--- src/rtl/serdes_pkg.sv ---
// Shared types and constants for the serdes receive path.
// The SERDES_RX_PARITY_EN macro selects 9-strobe symbols that carry an even-parity bit.
package serdes_pkg;

    typedef enum logic [1:0] {
        HUNT  = 2'd0,
        DATA  = 2'd1,
        CHECK = 2'd2
    } rx_state_t;

    typedef struct packed {
        logic       sof;
        logic [7:0] data;
    } rx_byte_t;

    localparam logic [7:0] SYNC_WORD_DEFAULT = 8'hBC;

`ifdef SERDES_RX_PARITY_EN
    localparam int unsigned SYM_LEN = 9;
`else
    localparam int unsigned SYM_LEN = 8;
`endif

    localparam int unsigned BIT_CNT_W  = 4;
    localparam int unsigned BYTE_CNT_W = 8;
    localparam int unsigned MISS_CNT_W = 4;

endpackage

--- src/rtl/serdes_rx_fifo.sv ---
// Show-ahead synchronous FIFO of {sof, byte} entries with a sticky overflow flag.
module serdes_rx_fifo
    import serdes_pkg::*;
#(
    parameter int unsigned DEPTH = 4
) (
    input  logic     clk,
    input  logic     rst_n,
    input  logic     push_i,
    input  rx_byte_t wdata_i,
    input  logic     ready_i,
    output rx_byte_t rdata_o,
    output logic     valid_o,
    output logic     overflow_o
);

    localparam int unsigned PTR_W = $clog2(DEPTH);

    rx_byte_t         mem_q [DEPTH];
    logic [PTR_W:0]   wr_q;
    logic [PTR_W:0]   rd_q;
    logic             overflow_q;
    logic             empty_c;
    logic             full_c;
    logic             pop_c;
    logic             wr_en_c;

    // The extra MSB on each pointer separates full from empty.
    assign empty_c = (wr_q == rd_q);
    assign full_c  = (wr_q[PTR_W] != rd_q[PTR_W]) &&
                     (wr_q[PTR_W-1:0] == rd_q[PTR_W-1:0]);
    assign pop_c   = ready_i && !empty_c;
    assign wr_en_c = push_i && (!full_c || pop_c);

    always_ff @(posedge clk) begin
        if (!rst_n) begin
            wr_q       <= '0;
            rd_q       <= '0;
            overflow_q <= 1'b0;
        end else begin
            if (wr_en_c) begin
                wr_q <= wr_q + (PTR_W+1)'(1);
            end
            if (pop_c) begin
                rd_q <= rd_q + (PTR_W+1)'(1);
            end
            if (push_i && full_c && !pop_c) begin
                overflow_q <= 1'b1;
            end
        end
    end

    always_ff @(posedge clk) begin
        if (wr_en_c) begin
            mem_q[wr_q[PTR_W-1:0]] <= wdata_i;
        end
    end

    assign rdata_o    = empty_c ? '0 : mem_q[rd_q[PTR_W-1:0]];
    assign valid_o    = !empty_c;
    assign overflow_o = overflow_q;

endmodule

--- src/rtl/serdes_frame_rx.sv ---
// Serial frame receiver: sync hunt, flywheel lock, byte deserialisation into an output FIFO.
// Build with SERDES_RX_PARITY_EN for 9-bit symbols carrying even parity.
module serdes_frame_rx
    import serdes_pkg::*;
#(
    parameter logic [7:0]  SYNC_WORD   = SYNC_WORD_DEFAULT,
    parameter int unsigned PAYLOAD_LEN = 4,
    parameter int unsigned MAX_MISS    = 2,
    parameter int unsigned FIFO_DEPTH  = 4
) (
    input  logic       clk,
    input  logic       rst_n,
    input  logic       ser_en,
    input  logic       ser_in,
    output logic [7:0] data_out,
    output logic       data_sof,
    output logic       data_valid,
    input  logic       data_ready,
    output logic       locked,
    output logic       overflow,
    output logic       parity_err
);

    rx_state_t               state_q, state_d;
    logic [SYM_LEN-1:0]      sreg_q, sreg_d;
    logic [BIT_CNT_W-1:0]    bit_cnt_q, bit_cnt_d;
    logic [BYTE_CNT_W-1:0]   byte_cnt_q, byte_cnt_d;
    logic [MISS_CNT_W-1:0]   miss_cnt_q, miss_cnt_d;
    logic                    locked_q, locked_d;

    logic [SYM_LEN-1:0]      sreg_nx;
    logic [BIT_CNT_W-1:0]    bit_nx;
    logic [MISS_CNT_W-1:0]   miss_nx;
    logic [7:0]              sym_data;
    logic                    sym_done;
    logic                    sym_ok;
    logic                    push_c;
    rx_byte_t                push_data_c;
    rx_byte_t                head;

    assign sreg_nx  = {sreg_q[SYM_LEN-2:0], ser_in};
    assign bit_nx   = bit_cnt_q + BIT_CNT_W'(1);
    assign miss_nx  = miss_cnt_q + MISS_CNT_W'(1);
    assign sym_data = sreg_nx[SYM_LEN-1 -: 8];
    assign sym_done = (bit_nx == BIT_CNT_W'(SYM_LEN));

`ifdef SERDES_RX_PARITY_EN
    logic hunt_par_q, hunt_par_d;
    logic parity_err_q, parity_err_d;
    assign sym_ok = (sym_data == SYNC_WORD) && !(^sreg_nx);
`else
    assign sym_ok = (sym_data == SYNC_WORD);
`endif

    always_ff @(posedge clk) begin
        if (!rst_n) begin
            state_q      <= HUNT;
            sreg_q       <= '0;
            bit_cnt_q    <= '0;
            byte_cnt_q   <= '0;
            miss_cnt_q   <= '0;
            locked_q     <= 1'b0;
`ifdef SERDES_RX_PARITY_EN
            hunt_par_q   <= 1'b0;
            parity_err_q <= 1'b0;
`endif
        end else begin
            state_q      <= state_d;
            sreg_q       <= sreg_d;
            bit_cnt_q    <= bit_cnt_d;
            byte_cnt_q   <= byte_cnt_d;
            miss_cnt_q   <= miss_cnt_d;
            locked_q     <= locked_d;
`ifdef SERDES_RX_PARITY_EN
            hunt_par_q   <= hunt_par_d;
            parity_err_q <= parity_err_d;
`endif
        end
    end

    always_comb begin
        state_d     = state_q;
        sreg_d      = sreg_q;
        bit_cnt_d   = bit_cnt_q;
        byte_cnt_d  = byte_cnt_q;
        miss_cnt_d  = miss_cnt_q;
        locked_d    = locked_q;
        push_c      = 1'b0;
        push_data_c = '0;
`ifdef SERDES_RX_PARITY_EN
        hunt_par_d   = hunt_par_q;
        parity_err_d = 1'b0;
`endif
        if (ser_en) begin
            sreg_d = sreg_nx;
            case (state_q)
                HUNT: begin
                    // Counter saturates so a match needs 8 fresh bits since entering HUNT.
                    bit_cnt_d = (bit_cnt_q == BIT_CNT_W'(8)) ? bit_cnt_q : bit_nx;
`ifdef SERDES_RX_PARITY_EN
                    if (hunt_par_q) begin
                        hunt_par_d = 1'b0;
                        state_d    = DATA;
                        bit_cnt_d  = '0;
                        byte_cnt_d = '0;
                        miss_cnt_d = '0;
                        locked_d   = 1'b1;
                    end else if ((bit_cnt_d == BIT_CNT_W'(8)) && (sreg_nx[7:0] == SYNC_WORD)) begin
                        hunt_par_d = 1'b1;
                    end
`else
                    if ((bit_cnt_d == BIT_CNT_W'(8)) && (sreg_nx[7:0] == SYNC_WORD)) begin
                        state_d    = DATA;
                        bit_cnt_d  = '0;
                        byte_cnt_d = '0;
                        miss_cnt_d = '0;
                        locked_d   = 1'b1;
                    end
`endif
                end
                DATA: begin
                    if (sym_done) begin
                        bit_cnt_d        = '0;
                        push_c           = 1'b1;
                        push_data_c.data = sym_data;
                        push_data_c.sof  = (byte_cnt_q == '0);
`ifdef SERDES_RX_PARITY_EN
                        parity_err_d     = ^sreg_nx;
`endif
                        if (byte_cnt_q == BYTE_CNT_W'(PAYLOAD_LEN - 1)) begin
                            state_d    = CHECK;
                            byte_cnt_d = '0;
                        end else begin
                            byte_cnt_d = byte_cnt_q + BYTE_CNT_W'(1);
                        end
                    end else begin
                        bit_cnt_d = bit_nx;
                    end
                end
                CHECK: begin
                    if (sym_done) begin
                        bit_cnt_d = '0;
                        if (sym_ok) begin
                            miss_cnt_d = '0;
                            state_d    = DATA;
                        end else if (miss_nx == MISS_CNT_W'(MAX_MISS)) begin
                            miss_cnt_d = '0;
                            sreg_d     = '0;
                            locked_d   = 1'b0;
                            state_d    = HUNT;
                        end else begin
                            miss_cnt_d = miss_nx;
                            state_d    = DATA;
                        end
                    end else begin
                        bit_cnt_d = bit_nx;
                    end
                end
                default: begin
                    state_d = HUNT;
                end
            endcase
        end
    end

    serdes_rx_fifo #(
        .DEPTH (FIFO_DEPTH)
    ) u_fifo (
        .clk        (clk),
        .rst_n      (rst_n),
        .push_i     (push_c),
        .wdata_i    (push_data_c),
        .ready_i    (data_ready),
        .rdata_o    (head),
        .valid_o    (data_valid),
        .overflow_o (overflow)
    );

    assign data_out = head.data;
    assign data_sof = head.sof;
    assign locked   = locked_q;

`ifdef SERDES_RX_PARITY_EN
    assign parity_err = parity_err_q;
`else
    assign parity_err = 1'b0;
`endif

endmodule

--- config.mk ---
export PLATFORM = sky130hd
export DESIGN_NAME = serdes_frame_rx
export DESIGN_NICKNAME = d
export VERILOG_FILES = /design/src/rtl/serdes_pkg.sv /design/src/rtl/serdes_rx_fifo.sv /design/src/rtl/serdes_frame_rx.sv
export SDC_FILE = /design/constraint.sdc
export NUM_CORES = 1
export LEC_CHECK = 0
export CORE_MARGIN = 2
export CORE_UTILIZATION = 45
export DETAILED_ROUTE_END_ITERATION = 8
export HOLD_SLACK_MARGIN = 0.03
export SKIP_CTS_REPAIR_TIMING = 1
export SYNTH_ARGS = -nofsm -noshare
export SYNTH_HDL_FRONTEND = slang
export SYNTH_SLANG_ARGS = --single-unit
--- constraint.sdc ---
create_clock -name clk -period 7.29 [get_ports clk]
set_input_delay 0.729 -clock clk [delete_from_list [all_inputs] [get_ports clk]]
set_output_delay 0.729 -clock clk [all_outputs]
set_load 0.03 [all_outputs]
# Yosys cells after proc, flatten, opt, wreduce, memory -nomap -nowiden
# Memory sizes are Yosys's and may differ from the RTL's. A register that Yosys moved wholly into a read port is not among the register bits.
# Index checks and enable logic that the tools add are counted.
dict set report totals {
  regBits 33
  ramBits 36
  inputBits 5
  out_inout_bits 13
  elab_cells 93
  memories 1
}
dict set report classes {
  n_addsub 5
  eq_ne 17
  muxes 40
  n_reduce_logical 21
}
# name words word_bits rd rd_ports_with_merged_regs wr line_no
set mem_list {}
lappend mem_list {u_fifo.mem_q 4 9 1 1 1 serdes_rx_fifo.sv:19} ;# rx_byte_t mem_q [DEPTH];
# cell n
set op_table {}
lappend op_table {{two-way mux 9 bit} 4}
lappend op_table {{two-way mux 4 bit} 7}
lappend op_table {{two-way mux 7 bit} 4}
lappend op_table {{two-way mux 8 bit} 3}
lappend op_table {{case mux 4 bit (2 select lines)} 2}
lappend op_table {{case mux 8 bit (2 select lines)} 1}
lappend op_table {{equality test 4 bit (second input constant)} 3}
lappend op_table {{two-way mux 2 bit} 6}
lappend op_table {{!= test 2 bit (second input constant)} 6}
lappend op_table {{two-way mux 1 bit} 11}
lappend op_table {{adder 4 x 1 -> 4 bit (second input constant)} 2}
lappend op_table {{adder 8 x 1 -> 8 bit (second input constant)} 1}
lappend op_table {{equality test 8 x 2 -> 1 bit (second input constant)} 1}
lappend op_table {{equality test 8 bit (second input constant)} 1}
lappend op_table {{zero test 8 bit} 1}
lappend op_table {{AND reduction 4 bit} 2}
lappend op_table {{adder 3 x 1 -> 3 bit (second input constant)} 2}
lappend op_table {{logical AND 1 bit} 6}
lappend op_table {{case mux 2 bit (3 select lines)} 1}
lappend op_table {{AND reduction 6 bit} 1}
lappend op_table {{nonzero test 2 bit} 3}
lappend op_table {{AND reduction 5 bit} 1}
lappend op_table {{equality test 4 x 2 -> 1 bit (second input constant)} 1}
lappend op_table {{equality test 3 bit} 1}
lappend op_table {{other kinds (10)} 12}

# Logic depth before layout (Yosys ltp)
# Gate-level depths: netlist (run 1).
dict set report depth {
  ltp_word 8
  ltp_mapped 10
  ltp_nobuf 8
}

# By module
# Synthesis (run 1) repeated with hierarchy kept, for this count alone.
dict set report unflattened {
  hier_cells 305
  area_unflattened_um2 3548.4
}
# mod instances cells_per_inst area_each_um2
set by_module_without_submodules {}
lappend by_module_without_submodules {serdes_rx_fifo 1 105 1836.8}
lappend by_module_without_submodules {serdes_frame_rx 1 200 1711.6}

# Worst setup path before layout (run 1)
# OpenSTA, ideal clock, no wires.
dict set report synth_timing {
  path_type {reg-to-reg}
  start {register bit_cnt_q[0]}
  end {register byte_cnt_q[5]}
  t_arrival_ns 2.286
  required_ns 7.220
  slack_ns 4.934
  path_stages_with_launch 9
  synth_period_minus_slack_ns 2.356
  cell_sequence {dfxtp_1 > buf_2 > inv_1 > ha_1 > a2111oi_2 > o311ai_2 > a21o_1 > or4_1 > a21oi_1}
}
dict set report synth_between {
  elab_chain_cells 6
  elab_cells_between_ends 9
}
# element line_no
set synth_lines {}
lappend synth_lines {{from (decl)} serdes_frame_rx.sv:26} ;# logic [BIT_CNT_W-1:0] bit_cnt_q, bit_cnt_d;
lappend synth_lines {{from (signal assigned)} serdes_frame_rx.sv:70} ;# bit_cnt_q <= bit_cnt_d;
lappend synth_lines {{adder 4 x 1 -> 4 bit or equality test 4 bit (tied branches)} {serdes_frame_rx.sv:42, serdes_frame_rx.sv:99}}
lappend synth_lines {{two-way mux 4 bit} serdes_frame_rx.sv:99} ;# bit_cnt_d = (bit_cnt_q == BIT_CNT_W'(8)) ? bit_cnt_q : bit_nx;
lappend synth_lines {{equality test 4 bit} serdes_frame_rx.sv:112} ;# if ((bit_cnt_d == BIT_CNT_W'(8)) && (sreg_nx[7:0] == SYNC_WORD)) begin
lappend synth_lines {{logical AND 1 bit} serdes_frame_rx.sv:112}
lappend synth_lines {{!= test 2 bit (no line)} -}
lappend synth_lines {{AND reduction 4 bit (no line) (*)} -}
lappend synth_lines {{to (signal assigned)} serdes_frame_rx.sv:71} ;# byte_cnt_q <= byte_cnt_d;
lappend synth_lines {{to (decl)} serdes_frame_rx.sv:27} ;# logic [BYTE_CNT_W-1:0] byte_cnt_q, byte_cnt_d;
# Every way passes the cells marked *; elsewhere a longest branch is shown, timed or not.
# A chain may end at the register's enable or synchronous reset.

==> results.ini, run 1 <==
[status]
status = completed

[layout]
antenna_cells = 0
fin_util = 0.5092
final-seq-area_um2 = 1782
nFillCells = 682
drive_gt1_frac = 0.1000
syn_to_final_growth_pct = 11.61
fin_cells = 422
multi_input_area_um2 = 1577
final_nets = 335
final_cell_mix = edfxtp_1 (36), dfxtp_1 (35), and2_1 (27)
mostFrequentLayoutCell = edfxtp_1

[clock_network]
clock_latency_ns = 0.34
clk_path_buf_depth = 2
root_buffer = clkbuf_8
cts_tree = done
htreeDepth = 3
cts_buffers = 9
clkSinkCount = 71
path_clk_slew_ns = 0.07

[synth]
synth_nets = 321
synth-edff-count = 36
synth_area_per_cell_um2 = 11.53
async_flop_share = 0
ys_seq_elements = 71
synthesis.area_um2 = 3471
synth-seq-area-share = 0.5133
synth_flop_cell = edfxtp_1
synth.distinct_cells = 58
ys.warnings.count = 0
synth_cells = 301

[global_route]
grt_pass1_vias = 2180
grt_max_degree = 36
antenna_found_initial = 0
grt_first_pass_wirelength_um = 10100
track_usage = 0.1517
gr-total-overflow = 0

[floorplanning]
die_area_um2 = 8432
row_count = 32
core_um2 = 7607
ioPinCount = 18
die_y_um = 91.83
die_x_um = 91.83
start_util = 0.4563

[timing]
final.period_utilization = 0.4280
fin_skew_ns = 0.006517
hold_violations = 0
clock.fmax_mhz = 320.5
relSlewSlack = 0.3042
worst_pin_slew_ns = 1.040
rsz0062_at_grt = no
finalCriticalPeriod_ns = 3.120
setup_tns_ns = 0
slew_viol_final = 0
setup_viol = 0

[placement]
dp_hpwl_um = 4211
place_congestion = 0.8329
portBuffers = 16
placed_cells = 406

[drt]
drtPass1Iterations = 4
wl_per_cell_um = 14.19
ant_nets = 0
vias = 2255
initialDrtViolationCount = 102
via_per_inst = 5.344
wl_um = 5988
drc_errors = 0

[setup_path]
setup.worst_path.start_class = flop
critPathMaxFanout = 9
crit_required_ns = 6.56
critical_path_class = reg -> out
cp.arrival_ns = 2.39
endpoint_kind = output port

[power]
vdd_drop_max_v = 0.0001008
power.density_nw_per_um2 = 186.1
p_leak_nw = 1.334
power_w = 0.0007207

[flow_run]
drv_cap = 0

[hold_path]
holdCritPathClass = reg -> reg

[worst max-delay path, cell delays in order (launching register included)]
cell	delay [ns]
dfxtp_1	0.71
mux4_2	0.59
and2_1	0.17
clkdlybuf4s50_1	0.58
[area by class of cell]
cell class | instances | area share
clock buffer | 11 | 0.03650
clock inverter | 5 | 0.008721
inverter | 14 | 0.01357
multi-input combinational | 203 | 0.4070
sequential | 71 | 0.4599
tap | 102 | 0.03295
timing repair buffer | 16 | 0.04134
[path summary, 6_finish.rpt]
| kind | startpoint | endpoint | slack (ns) | cells after the start |
|---|---|---|---|---|
| setup / recovery | flop | data_out[0] | 4.17 | 3 |
| hold / removal | sreg_q[3] | sreg_q[4] | 0.49 | 2 |
| setup reg to reg | bit_cnt_q[0] | byte_cnt_q[5] | 4.54 | 7 |
| hold reg to reg | sreg_q[3] | sreg_q[4] | 0.49 | 2 |
[cell usage after synthesis (4+ instances only)]
library cell  count  area (um2)
dfxtp_1          35       700.7
mux4_2            9       202.7
ha_1             15       187.7
xnor2_1           7       61.31
nor4_1            4       25.02
or3_1             4       25.02
clkbuf_1          7       26.28
o21ai_0          14       70.07
mux2i_1           6       60.06
nand3_1           5       25.02
a31oi_1           4       25.02
nor2_1            6       22.52
nor2b_1          15       93.84
a21oi_1          13       65.06
edfxtp_1         36        1081
and2_1           27       168.9
inv_1            14       52.55
nand2_1          19       71.32
[metrics by stage]
step,setup WS (ns),instance area (um2),hold slack (ns)
2_1_floorplan,4.934,3471,0.4523
3_3_place_gp,4.260,3699,0.4788
3_5_place_dp,4.223,3699,0.4833
4_1_cts,4.108,3874,0.4909
5_1_grt,4.023,3874,0.5260
6_report,4.170,3874,0.4884
[layer usage]
metal	vias to the layer above	wire, um	track usage	part of all wire
met1	1072	2797	0.1875	0.47
met3	10	154	0.02794	0.026
met2	31	2914	0.2555	0.49
met5	-	0	0	0
li1	1142	-	-	-
met4	0	121	0.07463	0.020
[report_power, final]
group          switching [W]   total, W  leakage [nW]  internal [W]
Sequential        0.00000405   0.000422         0.617      0.000418
Combinational      0.0000125  0.0000226         0.632     0.0000101
Clock               0.000144   0.000276        0.0853      0.000132
Total               0.000161   0.000721          1.33      0.000560
[cell families after synthesis]
group           Yosys count  share of synthesized area
other cells               1                   0.001080
xor+xnor                 10                    0.02524
compound gates           60                     0.1215
fa+ha+maj                15                    0.05407
simple gates            100                     0.1701
flops                    71                     0.5133
mux                      17                    0.08219
buf+inv                  27                    0.03244
[sequential cells by signal, indices dropped and copies added, names as in the netlist, named ones only]
| register | cells |
|---|---|
| byte_cnt_q | 8 |
| u_fifo.mem_q | 36 |
| miss_cnt_q | 4 |
| u_fifo.overflow_o | 1 |
| u_fifo.wr_q | 3 |
| u_fifo.rd_q | 3 |
| bit_cnt_q | 4 |
| state_q | 2 |
| locked | 1 |
| sreg_q | 7 |
(Power assumes the default switching activity.)
==> inputs of run 2 (changes only) <==
clock period = 3.2 ns   (was 7.29 ns; I/O delays follow)
==> run 2 against run 1 <==
Clock skew rose by 0.0022 ns. Worst hold slack got worse by 0.0011 ns. Count of clock-buffer cells in the layout shrank 1. Clock power rose to 2.9 times the previous value. Final cell count is 0.71% higher. Die area did not move. Non-clock buffer count grew 3. Core utilization rose by 0.89 points. Wire length rose by 1.8%. Worst setup slack worse by 3.7 ns. Register-to-register slack got worse by 4.1 ns. Critical endpoint is now byte_cnt_q[5].
==> results.ini, run 2 (synthesized netlist as in run 1, its figures left out) <==
[clock_network]
cts_tree = done
clk_path_buf_depth = 2
clkSinkCount = 71
path_clk_slew_ns = 0.08
clock_latency_ns = 0.34
root_buffer = clkbuf_8
htreeDepth = 3
cts_buffers = 9

[power]
p_comb_frac = 0.030
vdd_drop_max_v = 0.0001871
p_seq_frac = 0.532
power.density_nw_per_um2 = 458.1
p_int_w = 0.001421
swShare = 0.2131
power_w = 0.001805
p_switching_w = 0.0003847
clockPowerShare = 0.438
p_leak_nw = 1.400

[layout]
drive_gt1_frac = 0.1084
antenna_cells = 0
nFillCells = 702
mostFrequentLayoutCell = edfxtp_1
syn_to_final_growth_pct = 13.55
final_nets = 338
largest_reg_flops = 36
final_cell_mix = edfxtp_1 (36), dfxtp_1 (35), and2_1 (27)

[floorplanning]
die_area_um2 = 8432
core_um2 = 7607
row_count = 32
die_x_um = 91.83
start_util = 0.4563
die_y_um = 91.83
ioPinCount = 18

[setup_path]
cp.arrival_ns = 3.00
reg2reg_slack_ns = 0.47
critical_path.cell_chain = inv_1, ha_1, a2111oi_2, o311ai_2, a21o_1, or4_1, a21oi_1
critical_path_class = reg -> reg
critPathBufInv = 1
critPathMaxFanout = 14
rr_worst_depth = 7
setup.worst_path.start_class = flop
endpoint_kind = flop
cp.depth = 7
rr_startpoint = bit_cnt_q[0]
crit_required_ns = 3.47
path_delay_family = compound AO/OA/AOI/OAI gates
r2r_end = byte_cnt_q[5]
slowest_stage = or4_1
cp_slowest_stage_delay_ns = 0.55

[placement]
dp_hpwl_um = 4263
portBuffers = 16
place_congestion = 0.8994
post-place-ws_ns = 0.5229

[timing]
clock.fmax_mhz = 366.5
finalCriticalPeriod_ns = 2.729
setup_tns_ns = 0
worst_pin_slew_ns = 0.6181
final.period_utilization = 0.8527
slew_viol_final = 0
relSlewSlack = 0.5874
setup_viol = 0
hold_violations = 0
hold_slack_ns = 0.4873
fin_skew_ns = 0.008759
rsz0062_at_grt = no
worst_slack_ns = 0.4713

[global_route]
grt_first_pass_wirelength_um = 10460
grt_pass1_vias = 2172
gr-total-overflow = 0
grt_max_degree = 20
antenna_found_initial = 0
track_usage = 0.1585

[status]
status = completed

[flow_run]
drv_cap = 0

[hold_path]
worstHoldEndpoint = sreg_q[5]
holdCritPathClass = reg -> reg
min_from = sreg_q[4]
hold_path_depth = 2

[drt]
initialDrtViolationCount = 110
drtPass1Iterations = 4
wl_um = 6094
wl_per_cell_um = 14.34
vias = 2236
drc_errors = 0
via_per_inst = 5.261
ant_nets = 0

-- run 2: how the worst max path moves through the flow --
| stage | start | end |
|---|---|---|
| 6_report | bit_cnt_q[0] | byte_cnt_q[5] |
| 5_1_grt | bit_cnt_q[0] | miss_cnt_q[3] |
| 4_1_cts | flop | data_out[0] |
| 2_1_floorplan | bit_cnt_q[0] | byte_cnt_q[5] |
| 3_3_place_gp | bit_cnt_q[0] | byte_cnt_q[5] |
| 3_5_place_dp | bit_cnt_q[0] | byte_cnt_q[5] |
-- run 2: final cells by class --
type                            count  area, um2  area share
Sequential cell                    71       1782      0.4521
Inverter                           14      52.55     0.01333
Multi-Input combinational cell    203       1577      0.4000
Tap cell                          102      127.6     0.03238
Clock buffer                       10      127.6     0.03238
Clock inverter                      6      92.59     0.02349
Timing Repair Buffer               19      182.7     0.04635
-- run 2: worst reg2reg max path, cell delays in order (launching register included) --
cell and delay [ns]:
dfxtp_1 0.51, inv_1 0.12, ha_1 0.36, a2111oi_2 0.38, o311ai_2 0.22, a21o_1 0.38, or4_1 0.55, a21oi_1 0.14
-- run 2: power by group through the flow --
| stage | logic, W | clock network, W | registers [W] |
|---|---|---|---|
| final | 0.0000533 | 0.000791 | 0.000961 |
| after floorplan | 0.0000414 | 0 | 0.000977 |
| after global routing | 0.0000594 | 0.000853 | 0.000962 |
| after detailed placement | 0.0000533 | 0 | 0.000982 |
| after global placement | 0.0000526 | 0 | 0.000981 |
| after CTS | 0.0000534 | 0.000817 | 0.000960 |
-- run 2: metal layers --
| metal | track usage | part of all wire |
|---|---|---|
| met4 | 0.05970 | 0.011 |
| met2 | 0.2592 | 0.47 |
| met1 | 0.2056 | 0.50 |
| met5 | 0 | 0 |
| met3 | 0.03698 | 0.024 |
-- run 2: through the flow --
stage | instance area, um2 | utilization | instances
floorplan | 3471 | - | 301
global placement | 3721 | 0.4891 | 409
detailed placement | 3721 | 0.4891 | 409
CTS | 3941 | 0.5181 | 425
global route | 3941 | 0.5181 | 425
finish | 3941 | 0.5181 | 425
==> RTL edit: new RTL, settings of run 1 <==
Make the reset (`rst_n`) asynchronous in 2 clocked blocks.
--- a/src/rtl/serdes_rx_fifo.sv
+++ b/src/rtl/serdes_rx_fifo.sv
@@ -33,5 +33,5 @@
     assign wr_en_c = push_i && (!full_c || pop_c);
 
-    always_ff @(posedge clk) begin
+    always_ff @(posedge clk or negedge rst_n) begin
         if (!rst_n) begin
             wr_q       <= '0;
--- a/src/rtl/serdes_frame_rx.sv
+++ b/src/rtl/serdes_frame_rx.sv
@@ -53,5 +53,5 @@
 `endif
 
-    always_ff @(posedge clk) begin
+    always_ff @(posedge clk or negedge rst_n) begin
         if (!rst_n) begin
             state_q      <= HUNT;
Behaviour: differs if rst_n is asserted again (counterexample within 10 cycles, from zero or initial values and one cycle with rst_n low); with rst_n held inactive, the same outputs for 10 cycles.
==> RTL edit against run 1 <==
Synthesized area rose by 4.8%; cell area rose by 5.6%; sequential cell count fell by 2; count of clock-buffer cells in the layout fell by 1; clock skew rose by 0.0038 ns; setup slack got worse by 0.11 ns; highest routed layer unchanged; wire length rose by 17%.
Power is not compared: it rests on default switching activity, and its combinational part moved more than twofold at a synthesized area within 25%.
==> RTL edit: results (changes against run 1) <==
{| class="wikitable"
! Metric !! Value
|-
| Data buffer area share || 4.10% (-0.037 points)
|-
| Number of nets in the synthesized netlist || 318 (-0.93%)
|-
| Status || finished clean
|-
| Number of non-clock buffers in the layout || 17 (+1)
|-
| Area taken by multi-input logic gates || 0.00159 mm^2 (+0.71%)
|-
| Hpwl dp || 4.95 mm (+18%)
|-
| Multi-input comb cells || 194 (-4.4%)
|-
| Layout clock buffer count || 10 (-1)
|-
| Met3 routed WL || 149 um (-3.2%)
|-
| Worst-path cell with the longest stage delay || sky130_fd_sc_hd__dfrtp_1
|-
| Fraction of layout instances using a drive strength above 1 || 11.0% (+0.97 points)
|-
| Fraction of area in clock buffers and inverters || 5.26% (+0.74 points)
|-
| Overall fraction of global-route tracks in use || 18.2% (+3.0 points)
|-
| Slowest Stage Delay on Critical Path || 0.79 ns (+0.08 ns)
|-
| # fillers || 683 (+0.15%)
|-
| Post-detailed-route wirelength per cell || 16.7 um (+18%)
|-
| Final weighted congestion in routability-driven placement || 0.835 (+0.20%)
|-
| Pre-CTS setup slack || 4.17 ns (-0.0576 ns)
|-
| Share of the final layout cell area in sequential cells || 46.6% (+0.61 points)
|-
| Vias || 2352 (+4.3%)
|-
| Least-Margin Pin Slew || 0.673 ns (-0.368 ns)
|-
| Fraction of the yosys area taken by sequential cells || 52.4% (+1.1 points)
|-
| Number of unique standard cell types used by synthesis || 61 (+5.2%)
|-
| Critical path data arrival time || 2.51 ns (+0.12 ns)
|-
| Violation count after the first detailed-routing iteration || 109 (+6.9%)
|-
| Largest cells by area after synthesis || sky130_fd_sc_hd__edfxtp_1, sky130_fd_sc_hd__dfrtp_1, sky130_fd_sc_hd__mux4_2, sky130_fd_sc_hd__ha_1, sky130_fd_sc_hd__and2_1
|-
| Met1 Wirelength || 3.31 mm (+18%)
|-
| Adder-Cell Fraction of Synth Area || 5.16% (-0.25 points)
|}
-- RTL edit: changes by cell type after synthesis, sizes merged, moves of 5 or more --
cell    change
nand2       -5
dfrtp      +33
inv         +7
nor2        +5
and3        +5
o21ai       -6
a21oi       -7
o211ai     +11
nor2b      -14
dfxtp      -35
-- RTL edit: stage by stage --
step,hold WS (ns),power (W),instances,area (um^2),util [%]
floorplan,0.433,0.000973,298,3640,-
global placement,0.446,0.00113,405,3880,49.9
detailed placement,0.452,0.00114,405,3880,49.9
CTS,0.470,0.00148,421,4090,52.7
global route,0.496,0.00158,421,4090,52.7
finish,0.463,0.00147,421,4090,52.7
-- RTL edit: report_power, final --
group	total, W	leakage, nW	switching, W	internal (W)
registers	0.000561	0.668	0.0000960	0.000465
clock network	0.000341	0.110	0.000148	0.000193
logic	0.000570	0.733	0.000310	0.000260
total	0.00147	1.51	0.000554	0.000917
-- RTL edit: path summary, 6_finish.rpt --
path / endpoint / cells past startpoint / start / slack, ns
worst max-delay path: data_sof / 5 / u_fifo.rd_q[0]$_DFFE_PN0P_ / 4.06
worst min register to register: u_fifo.overflow_o$_DFFE_PN0P_ / 1 / u_fifo.overflow_o$_DFFE_PN0P_ / 0.46
min in group asynchronous: byte_cnt_q[0]$_DFFE_PN0P_ / 2 / rst_n / 0.79
worst min-delay path: u_fifo.overflow_o$_DFFE_PN0P_ / 1 / u_fifo.overflow_o$_DFFE_PN0P_ / 0.46
max in group asynchronous: sreg_q[1]$_DFFE_PN0P_ / 2 / rst_n / 6.18
worst max register to register: u_fifo.wr_q[2]$_DFFE_PN0P_ / 5 / u_fifo.rd_q[0]$_DFFE_PN0P_ / 4.79
